`config.mk`:
```
export PLATFORM = sky130hd
export DESIGN_NAME = dmem_arbiter
export DESIGN_NICKNAME = d
export VERILOG_FILES = /design/src/rtl/dmem_arbiter.sv
export SDC_FILE = /design/constraint.sdc
export NUM_CORES = 1
export LEC_CHECK = 0
export ABC_AREA = 1
export CORE_AREA = 2 2 122 124
export CTS_CLUSTER_DIAMETER = 60
export DETAILED_ROUTE_END_ITERATION = 8
export DIE_AREA = 0 0 124 126
export PLACE_DENSITY = 0.65
export SLEW_MARGIN = 20
export SYNTH_ARGS = -nofsm -noshare
export SYNTH_HDL_FRONTEND = slang
export SYNTH_SLANG_ARGS = --single-unit
```
`constraint.sdc`:
```
create_clock -name clk -period 1.72 [get_ports clk]
set_input_delay 0.258 -clock clk [delete_from_list [all_inputs] [get_ports clk]]
set_output_delay 0.258 -clock clk [all_outputs]
set_load 0.02 [all_outputs]
```
`src/rtl/dmem_arbiter.sv`:
```
// Data-memory arbiter: the pipeline normally owns the single memory port, while a
// debug/loader port is granted when the pipeline is idle or after a bounded wait.
module dmem_arbiter #(
    parameter int ADDR_W   = 32,
    parameter int DATA_W   = 32,
    parameter int MAX_WAIT = 4,
    parameter int CNT_W    = 16
) (
    input  logic              clk,
    input  logic              rst,
    input  logic              p_req,
    input  logic              p_we,
    input  logic [ADDR_W-1:0] p_addr,
    input  logic [DATA_W-1:0] p_wdata,
    output logic [DATA_W-1:0] p_rdata,
    output logic              p_stall,
    input  logic              d_req,
    input  logic              d_we,
    input  logic [ADDR_W-1:0] d_addr,
    input  logic [DATA_W-1:0] d_wdata,
    output logic [DATA_W-1:0] d_rdata,
    output logic              d_ack,
    output logic              mem_MR,
    output logic              mem_MW,
    output logic [ADDR_W-1:0] mem_addr,
    output logic [DATA_W-1:0] mem_wd,
    input  logic [DATA_W-1:0] mem_rd,
    output logic [CNT_W-1:0]  stall_cnt
);

    localparam int WAIT_W = (MAX_WAIT < 1) ? 1 : $clog2(MAX_WAIT + 1);
    localparam logic [WAIT_W-1:0] WAIT_MAX = WAIT_W'(MAX_WAIT);

    typedef enum logic {
        ST_IDLE = 1'b0,
        ST_ACK  = 1'b1
    } state_e;

    state_e              state_q, state_d;
    logic [WAIT_W-1:0]   wait_cnt_q, wait_cnt_d;
    logic                d_ack_q, d_ack_d;
    logic [DATA_W-1:0]   d_rdata_q, d_rdata_d;
    logic [CNT_W-1:0]    stall_cnt_q, stall_cnt_d;
    logic                d_ok;
    logic                grant_d;
    logic                grant_p;

    // Debug handshake: d_req is a level request held by the requester until d_ack;
    // d_ack pulses for one cycle, the cycle after the grant, with d_rdata valid alongside.
    always_comb begin
        state_d     = ST_IDLE;
        wait_cnt_d  = wait_cnt_q;
        d_ack_d     = 1'b0;
        d_rdata_d   = d_rdata_q;
        stall_cnt_d = stall_cnt_q;
        d_ok        = 1'b0;
        grant_d     = 1'b0;
        grant_p     = 1'b0;
        mem_MR      = 1'b0;
        mem_MW      = 1'b0;
        mem_addr    = '0;
        mem_wd      = '0;
        p_stall     = 1'b0;

        if (!rst) begin
            d_ok    = d_req && (state_q == ST_IDLE);
            grant_d = d_ok && (!p_req || (wait_cnt_q == WAIT_MAX));
            grant_p = !grant_d && p_req;
        end

        if (grant_d) begin
            mem_MR   = !d_we;
            mem_MW   = d_we;
            mem_addr = d_addr;
            mem_wd   = d_wdata;
            p_stall  = p_req;
            state_d  = ST_ACK;
            d_ack_d  = 1'b1;
            if (!d_we) begin
                d_rdata_d = mem_rd;
            end
        end else if (grant_p) begin
            mem_MR   = !p_we;
            mem_MW   = p_we;
            mem_addr = p_addr;
            mem_wd   = p_wdata;
        end

        // In ACK d_ok is low, so the count can only hold or clear there.
        if (grant_d || !d_req) begin
            wait_cnt_d = '0;
        end else if (d_ok && grant_p && (wait_cnt_q != WAIT_MAX)) begin
            wait_cnt_d = wait_cnt_q + WAIT_W'(1);
        end

        if (p_stall && (stall_cnt_q != {CNT_W{1'b1}})) begin
            stall_cnt_d = stall_cnt_q + CNT_W'(1);
        end
    end

    always_ff @(posedge clk) begin
        if (rst) begin
            state_q     <= ST_IDLE;
            wait_cnt_q  <= '0;
            d_ack_q     <= 1'b0;
            d_rdata_q   <= '0;
            stall_cnt_q <= '0;
        end else begin
            state_q     <= state_d;
            wait_cnt_q  <= wait_cnt_d;
            d_ack_q     <= d_ack_d;
            d_rdata_q   <= d_rdata_d;
            stall_cnt_q <= stall_cnt_d;
        end
    end

    // A reset arriving in the ACK cycle drops the pending acknowledge.
    assign d_ack     = d_ack_q & ~rst;
    assign d_rdata   = d_rdata_q;
    assign stall_cnt = stall_cnt_q;
    assign p_rdata   = mem_rd;

endmodule

```
==> results.yml, run 1 <==
outcome:
  outcome: "finished, violations left"
  failing_checks: "setup timing"
power_and_ir_drop:
  internal_power_uw: 2890
  share_clk_of_total_power_pct: 31.7
  power.ir.vdd_worst_mv: 0.411
  switching_power_uw: 1140
  leakagePower_uw: 0.00343
  power.sequential.fraction_pct: 31.0
  combinationalPowerShare_pct: 37.3
  swShare_pct: 28.4
  power_per_cell_area_nw_per_um2: 508
critical_path:
  timing.critical_path.from: "wait_cnt_q[1]"
  setup.worst_path.class: "flip-flop to output pin"
  critical_path.max_fanout: 8
  worstReg2RegStart: "wait_cnt_q[1]"
  worstPathArrival_ns: 1.80
  critPathRequiredTime_ns: 1.46
  crit_path_end_kind: "output pin"
  worst_setup_path_start_kind: "flip-flop"
route:
  drt_pre_antenna_iters: 5
  antenna_violating_nets_post_route: 0
  detail_route.drc_violations: 0
  route.detailed.vias_per_inst: 4.36
  drt_iter0_drc: 214
  routedWlPerCell_um: 15.6
  dr_total_vias: 4614
  wirelength_routed_um: 16500
synthesis:
  flops_latches_synth: 52
  ys.warnings.count: 0
  net_count_synth: 734
  syn_area_um2: 3420
  synthCells: 565
  yosys.area.top_type: "dfxtp_1"
  yosys.area.top_type_share_pct: 30.4
  seq_area_frac_synth_pct: 30.4
  synth_cell_types: 28
  postSynthAreaPerCell_um2: 6.05
  ys_top_cells_by_area: "dfxtp_1 30%, nand2_1 13%, nor2_1 10%"
timing:
  setup_ws_ns: -0.341
  report.final.hold_viol_count: 0
  maxClockFrequency_mhz: 485
  skew_ns: 0.00927
  maxSlewViolCount: 0
  setup_viol: 66
  final_period_minus_worst_setup_slack_ns: 2.06
  rsz0062_at_grt: "yes"
  worst_pin_slew_ns: 0.328
  relSlewSlack_pct: 78.1
  final.period_utilization_pct: 120
cells_and_area:
  fillers: 1308
  finish.instance_area_um2: 7940
  layout.cells.non_filler: 1058
  final-seq-area_um2: 1040
  final_layout_size_suffix_gt1_share_pct: 27.6
  layout.nets: 1043
  insertedDiodeCount: 0
  footprint_of_the_multi_input_gates_um2: 2300
  syn_to_final_growth_pct: 132
floorplan:
  floorplan.rows: 44
  ios: 314
  floorplan.core_area_um2: 14300
  die_area_um2: 15600
  die_y_um: 126
  floorplan.die.width_um: 124
  initial_core_util_pct: 23.9
placed_design:
  detailed_place.area_um2: 6680
  dp_hpwl_um: 11500
  dp.cells: 1032
  numPortBuffers: 313
  weighted_congestion_at_the_end_of_routability_driven_global_placement: 0.849
cts:
  clock_latency_ns: 0.30
  clock_tree.root_cell: "clkbuf_16"
  clock_tree.htree_level_count: 2
  cts.sink_count: 52
  cts_inserted_buffers: 5
  ctsHoldBuffers: 0
  tritoncts_clock_tree: "built"
  max-clock-path-buffers: 2
  cts_clock_pin_slew_for_the_worst_setup_and_hold_paths_ns: 0.07
hold_path:
  min_delay_path_class: "flip-flop to flip-flop"
  min-delay-start: "d_ack_q"
grt:
  via_count_of_the_first_global_routing_pass: 4489
  grtUsageTotal_pct: 19.4
  globalRoute.totalOverflow: 0
  antenna_found_initial: 0
  grt_max_degree: 39
  grt_pass1_wl_um: 23500
flow_run:
  maxCapViolations: 0
==> final cells by class <==
cell class | count | share of cell area, %
Multi-Input combinational cell | 366 | 29.0
Sequential cell | 52 | 13.1
Inverter | 88 | 4.32
Tap cell | 184 | 2.90
Timing Repair Buffer | 361 | 48.4
Clock buffer | 5 | 1.58
Clock inverter | 2 | 0.756
==> per-stage QoR <==
step / total power, µW / setup WS (ns) / setup TNS, ns / hold WS (ns) / utilization [%]
4_1_cts: 3900 / -0.365 / -20.29 / 0.465 / 51.1
5_1_grt: 4210 / -0.448 / -27.93 / 0.483 / 55.5
3_5_place_dp: 2490 / -0.687 / -48.87 / 0.471 / 46.7
6_report: 4030 / -0.341 / -18.81 / 0.469 / 55.5
3_3_place_gp: 2490 / -0.704 / -49.99 / 0.454 / 46.7
2_1_floorplan: 1750 / -0.0945 / -5.19 / 0.327 / -
==> placed cells by master, fill, tap and decap left out, types with 11 or more instances in the layout <==
| cell type | synthesis | routed |
|---|---|---|
| dfxtp_1 | 52 | 50 |
| buf_6 | 2 | 63 |
| nand2_1 | 123 | 87 |
| buf_4 | 33 | 30 |
| nor2_1 | 92 | 85 |
| o21ai_4 | 0 | 26 |
| nand2_4 | 0 | 14 |
| clkdlybuf4s50_1 | 0 | 244 |
| buf_12 | 0 | 13 |
| inv_1 | 83 | 81 |
| nand2_2 | 1 | 23 |
| a21oi_1 | 11 | 11 |
| o21ai_0 | 56 | 31 |
| o21ai_1 | 44 | 14 |
| o21ai_2 | 0 | 29 |
==> power groups by stage <==
stage,clock network (µW),registers [µW],logic [µW]
after floorplan,0,1310,439
after global placement,0,1280,1220
after detailed placement,0,1280,1210
after CTS,1310,1250,1340
after global routing,1370,1260,1590
final,1280,1250,1500
==> worst max-delay path, stage by stage (launching register included) <==
cell and delay, ns:
dfxtp_2 0.32, inv_2 0.06, ha_4 0.13, nand2_4 0.05
nand2_4 0.07, buf_6 0.11, nand3_4 0.11, inv_12 0.13
buf_12 0.12, buf_12 0.12, nand2_1 0.05, o21ai_1 0.07
buf_4 0.16
==> routing by layer <==
layer | global-route usage, % | wire length, µm | share of wire [%]
met5 | 0 | 0 | 0
met4 | 4.56 | 299 | 1.8
met3 | 3.76 | 950 | 5.7
met2 | 34.1 | 8750 | 53
met1 | 24.3 | 6550 | 40
==> synthesized netlist by cell type, drive strengths merged <==
cell    instances
nand2         124
nor3b           1
clkinv          2
xnor2           2
o22ai           2
inv            86
nand3          12
dfxtp          52
buf            52
nand3b          2
nor2           97
xor2            3
a21oi          13
ha              3
nor3            1
nand4           6
o21ai         100
clkbuf          7
==> flip-flops by register name, summed over array words and instances, names as in the netlist <==
name and count:
d_rdata 32, stall_cnt 16, wait_cnt_q 3, d_ack_q 1
==> worst paths after layout <==
check / slack, ns / cells after the start / end
max: -0.34 / 12 / mem_wd[18]
min reg2reg: 0.47 / 2 / wait_cnt_q[0]
min: 0.47 / 2 / wait_cnt_q[0]
max reg2reg: 0.02 / 12 / d_rdata[20]
==> cell families (layout without fill, tap and decap cells) <==
logic type                 count (synthesis)  count (layout)  share of synthesized area, %
xor gates and xnor gates                   5               5                          1.28
and+or+nand+nor                          243             243                          29.2
AOI/OAI and AO/OA                        115             115                          17.1
buffers and inverters                    147             456                          20.8
adders and majority gates                  3               3                          1.10
DFF                                       52              52                          30.4
==> repair_timing <==
| item | CTS | global route |
|---|---|---|
| gates cloned | 9 | 3 |
| setup buffers | 7 | 6 |
| resized for setup | 455 | 162 |
| pin swaps | 2 | 3 |
| endpoints found under the setup margin | 100 | 111 |
| endpoints found under the hold margin | 0 | 0 |
No activity file was read; power rests on OpenSTA's default activity.
==> run 2: changes to the inputs <==
--- a/config.mk
+++ b/config.mk
@@ -7,10 +7,10 @@
 export LEC_CHECK = 0
 export ABC_AREA = 1
 export CORE_AREA = 2 2 122 124
-export CTS_CLUSTER_DIAMETER = 60
 export DETAILED_ROUTE_END_ITERATION = 8
 export DIE_AREA = 0 0 124 126
 export PLACE_DENSITY = 0.65
+export SKIP_LAST_GASP = 1
 export SLEW_MARGIN = 20
 export SYNTH_ARGS = -nofsm -noshare
 export SYNTH_HDL_FRONTEND = slang
==> results.yml, run 2 (synthesis gave the netlist of run 1 again) <==
outcome:
  outcome: "finished, violations left"
  failing_checks: "setup timing"
cells_and_area:
  most-common-layout-cells: "244 x clkdlybuf4s50_1, 100 x nand2_1, 85 x nor2_1, 81 x inv_1, 50 x dfxtp_1"
  flip_flop_count_of_the_largest_register_all_copies_and_words_added: 32
  most_common_cell_after_layout_fill_and_taps_aside: "clkdlybuf4s50_1"
  insertedDiodeCount: 0
  final-seq-area_um2: 1040
  final_layout_size_suffix_gt1_share_pct: 22.5
  fillers: 1394
  layout.nets: 1039
  footprint_of_the_multi_input_gates_um2: 2010
  syn_to_final_growth_pct: 118
timing:
  worst_hold_slack_ns: 0.473
  final_period_minus_worst_setup_slack_ns: 2.10
  maxClockFrequency_mhz: 476
  report.final.hold_viol_count: 0
  setup_tns_ns: -19.92
  setup_viol: 66
  worst_pin_slew_ns: 0.338
  setup_ws_ns: -0.383
  final.period_utilization_pct: 122
  rsz0062_at_grt: "yes"
  skew_ns: 0.00955
  maxSlewViolCount: 0
  relSlewSlack_pct: 77.4
cts:
  clock_latency_ns: 0.30
  cts_inserted_buffers: 5
  tritoncts_clock_tree: "built"
  max-clock-path-buffers: 2
  cts.sink_count: 52
  clock_tree.root_cell: "clkbuf_16"
  cts_clock_pin_slew_for_the_worst_setup_and_hold_paths_ns: 0.07
  ctsHoldBuffers: 0
  clock_tree.htree_level_count: 2
critical_path:
  cp_top_family: "buffers and inverters"
  worstPathArrival_ns: 1.84
  crit_path_end_kind: "output pin"
  crit_chain: "inv_2 -> ha_4 -> nand2_4 -> nand2_4 -> nand3_4 -> nand3_4 -> buf_12 -> buf_16 -> o21ai_2 -> buf_4"
  critical-path-slowest-cell: "dfxtp_2"
  critical_path.max_fanout: 8
  critPathRequiredTime_ns: 1.46
  cp.buffers_inverters: 4
  worst_setup_path_start_kind: "flip-flop"
  max_stage_delay_ns: 0.34
  setup.worst_path.class: "flip-flop to output pin"
floorplan:
  floorplan.rows: 44
  die_area_um2: 15600
  floorplan.core_area_um2: 14300
  initial_core_util_pct: 23.9
  floorplan.die.width_um: 124
  die_y_um: 126
  ios: 314
grt:
  antenna_found_initial: 0
  via_count_of_the_first_global_routing_pass: 4452
  grt_pass1_wl_um: 23500
  grtUsageTotal_pct: 19.4
  globalRoute.totalOverflow: 0
  grt_max_degree: 39
route:
  antenna_violating_nets_post_route: 0
  wirelength_routed_um: 16200
  detail_route.drc_violations: 0
  routedWlPerCell_um: 15.4
  drt_pre_antenna_iters: 5
  route.detailed.vias_per_inst: 4.33
  drt_iter0_drc: 243
  dr_total_vias: 4561
placed_design:
  dp_hpwl_um: 11500
  weighted_congestion_at_the_end_of_routability_driven_global_placement: 0.849
  numPortBuffers: 313
hold_path:
  min_delay_path_class: "flip-flop to flip-flop"
power_and_ir_drop:
  power_per_cell_area_nw_per_um2: 524
  leakagePower_uw: 0.00327
  post-layout-total-power_uw: 3910
  power.ir.vdd_worst_mv: 0.413
flow_run:
  maxCapViolations: 0
## run 2: power breakdown
| group | switching, µW | leakage, µW | internal, µW |
|---|---|---|---|
| Combinational | 617 | 0.00276 | 762 |
| Clock | 455 | 0.0000899 | 826 |
| Sequential | 16.0 | 0.000422 | 1230 |
| Total | 1090 | 0.00327 | 2820 |
## run 2: layout make-up
type | instances | area share, %
sequential | 52 | 14.0
timing repair buffer | 356 | 48.9
multi-input combinational | 367 | 26.9
inverter | 88 | 4.60
clock buffer | 5 | 1.68
tap | 184 | 3.09
clock inverter | 2 | 0.805
## run 2: what timing repair did
action                     CTS  global route
resized for setup          409            94
gates cloned                 9             3
pin swaps                    2             4
setup buffers                7             2
setup endpoints to repair  100           111
## run 2: metrics by stage
stage	cells	utilization (%)	setup WS (ns)	area, µm²
floorplan	565	-	-0.0945	3450
global placement	1032	46.7	-0.704	6680
detailed placement	1032	46.7	-0.687	6680
CTS	1055	50.4	-0.371	7220
global route	1054	52.1	-0.490	7460
finish	1054	52.1	-0.383	7460
## run 2: worst paths after layout
kind	from	to	slack, ns	cells after the start
hold / removal	d_ack_q	wait_cnt_q[0]	0.47	2
setup reg to reg	wait_cnt_q[0]	d_rdata[24]	0.02	12
setup / recovery	wait_cnt_q[0]	mem_wd[21]	-0.38	10
hold reg to reg	d_ack_q	wait_cnt_q[0]	0.47	2
## run 2: routing by layer
layer  wire, µm  global-route usage [%]  vias to the layer above  part of all wire (%)
met5          0                       0                        -                     0
met4        246                    4.49                        0                   1.5
met3        861                    3.71                       21                   5.3
met2       8540                    33.8                      154                    53
met1       6560                    24.4                     2053                    40
li1           -                       -                     2333                     -
## run 2: tightest hold or removal path, cell delays in order, from the launching register on
cell     delay (ns)
dfxtp_1        0.32
nand2_1        0.06
a21oi_1        0.06
==> run 3: changes to the inputs <==
--- a/config.mk
+++ b/config.mk
@@ -10,6 +10,7 @@
 export DETAILED_ROUTE_END_ITERATION = 8
 export DIE_AREA = 0 0 124 126
 export PLACE_DENSITY = 0.65
+export SETUP_SLACK_MARGIN = 0.15
 export SKIP_LAST_GASP = 1
 export SLEW_MARGIN = 20
 export SYNTH_ARGS = -nofsm -noshare
==> results.yml, run 3 (synthesis gave the netlist of run 1 again) <==
placed_design:
  numPortBuffers: 313
  weighted_congestion_at_the_end_of_routability_driven_global_placement: 0.844
  detailed_place.area_um2: 7390
  pre_cts_slack_ns: -0.753
  dp_hpwl_um: 12300
cells_and_area:
  finish.instance_area_um2: 8530
  final_layout_size_suffix_gt1_share_pct: 31.4
  syn_to_final_growth_pct: 149
  postLayoutCoreUtil_pct: 59.6
  flip_flop_count_of_the_largest_register_all_copies_and_words_added: 32
  footprint_of_the_multi_input_gates_um2: 2660
  layout.nets: 1062
  most-common-layout-cells: "190 x clkdlybuf4s50_1, 91 x nand2_1, 86 x nor2_1, 81 x inv_1, 75 x buf_6"
  insertedDiodeCount: 0
  final-seq-area_um2: 1050
  fillers: 1283
  most_common_cell_after_layout_fill_and_taps_aside: "clkdlybuf4s50_1"
route:
  drt_iter0_drc: 140
  detail_route.drc_violations: 0
  antenna_violating_nets_post_route: 0
  dr_total_vias: 4724
  routedWlPerCell_um: 15.9
  wirelength_routed_um: 17100
  drt_pre_antenna_iters: 4
  route.detailed.vias_per_inst: 4.38
floorplan:
  floorplan.die.width_um: 124
  die_y_um: 126
  floorplan.core_area_um2: 14300
  initial_core_util_pct: 23.9
  floorplan.rows: 44
  ios: 314
  die_area_um2: 15600
power_and_ir_drop:
  power.ir.vdd_worst_mv: 0.351
  post-layout-total-power_uw: 3860
  leakagePower_uw: 0.00394
  power_per_cell_area_nw_per_um2: 453
grt:
  grtUsageTotal_pct: 20.7
  grt_max_degree: 39
  globalRoute.totalOverflow: 0
  antenna_found_initial: 0
  grt_pass1_wl_um: 25100
  via_count_of_the_first_global_routing_pass: 4641
cts:
  clock_tree.htree_level_count: 2
  clock_tree.root_cell: "clkbuf_16"
  max-clock-path-buffers: 2
  cts.sink_count: 52
  clock_latency_ns: 0.29
  cts_clock_pin_slew_for_the_worst_setup_and_hold_paths_ns: 0.06
  cts_inserted_buffers: 5
  ctsHoldBuffers: 0
  tritoncts_clock_tree: "built"
outcome:
  outcome: "finished, violations left"
  failing_checks: "setup timing"
timing:
  worst_pin_slew_ns: 0.437
  setup_viol: 66
  worst_hold_slack_ns: 0.469
  skew_ns: 0.00807
  rsz0062_at_grt: "yes"
  setup_ws_ns: -0.305
  relSlewSlack_pct: 70.8
  final.period_utilization_pct: 118
  maxSlewViolCount: 0
  final_period_minus_worst_setup_slack_ns: 2.03
  report.final.hold_viol_count: 0
  maxClockFrequency_mhz: 494
critical_path:
  worstPathArrival_ns: 1.77
  critPathRequiredTime_ns: 1.46
  crit_path_end_kind: "output pin"
  crit_chain: "inv_2 -> ha_4 -> nand2_4 -> nand2_4 -> buf_6 -> nand3_4 -> inv_6 -> buf_12 -> buf_16 -> nand2_2 -> o21ai_2 -> buf_6"
  critical_path.max_fanout: 8
  critical-path-slowest-cell: "dfxtp_2"
  max_stage_delay_ns: 0.32
  worst_setup_path_start_kind: "flip-flop"
  setup.worst_path.class: "flip-flop to output pin"
flow_run:
  maxCapViolations: 0
hold_path:
  min_delay_path_class: "flip-flop to flip-flop"
[run 3: cell count changes in the layout (fill, tap and decap cells not counted), moves of 7 or more]
cell / delta
buf_6: +41
nand2_1: -9
dlymetal6s2s_1: +8
clkdlybuf4s50_1: -54
dlygate4sd2_1: +45
o21ai_0: -30
buf_12: +7
o21ai_1: -15
buf_2: -8
nand2_4: +14
buf_4: -19
o21ai_4: +45
[run 3: metrics by stage]
stage / TNS (ns) / cells
6_report: -17.01 / 1078
5_1_grt: -24.88 / 1078
4_1_cts: -18.37 / 1071
3_5_place_dp: -56.62 / 1042
3_3_place_gp: -55.15 / 1042
2_1_floorplan: 0 / 565
[run 3: area by class of cell]
cell class	count	area share, %
clock inverter	2	0.161
tap	184	2.70
multi-input combinational	367	31.1
sequential	52	12.3
timing repair buffer	379	48.3
inverter	88	3.96
clock buffer	6	1.51
[run 3: repair_timing]
action	in CTS	in global routing
cloned	8	2
gates resized for setup	549	65
endpoints found under the setup margin	159	125
hold endpoints to repair	0	0
pin swaps	18	11
buffers inserted	13	5
[run 3: where the power goes]
group | total [µW] | switching [µW] | internal (µW)
Sequential | 1250 | 18.4 | 1230
Combinational | 1600 | 722 | 881
Clock | 1010 | 464 | 544
Total | 3860 | 1200 | 2660
[run 3: metal layers]
metal | track usage (%) | routed length (µm) | vias up | share of wire [%]
met5 | 0 | 0 | - | 0
met4 | 4.30 | 198 | 0 | 1.2
met3 | 4.53 | 1120 | 12 | 6.6
met2 | 37.7 | 8880 | 179 | 52
met1 | 24.8 | 6910 | 2154 | 40
li1 | - | - | 2379 | -
[run 3: path summary, 6_finish.rpt]
kind / from / endpoint / slack (ns) / depth (start not counted)
worst max-delay path: wait_cnt_q[0] / mem_addr[30] / -0.31 / 12
worst min-delay path: d_ack_q / wait_cnt_q[0] / 0.47 / 2
worst max register to register: wait_cnt_q[0] / d_rdata[2] / 0.01 / 13
worst min register to register: d_ack_q / wait_cnt_q[0] / 0.47 / 2
[run 3: critical path: cells and delay by family, from the launching register on]
| family | cells | cell delay, ns |
|---|---|---|
| AO/OA/AOI/OAI | 1 | 0.07 |
| adder cells (fa/ha/maj) | 1 | 0.13 |
| buffers and inverters | 6 | 0.68 |
| flip-flops | 1 | 0.32 |
| AND/OR/NAND/NOR | 4 | 0.28 |
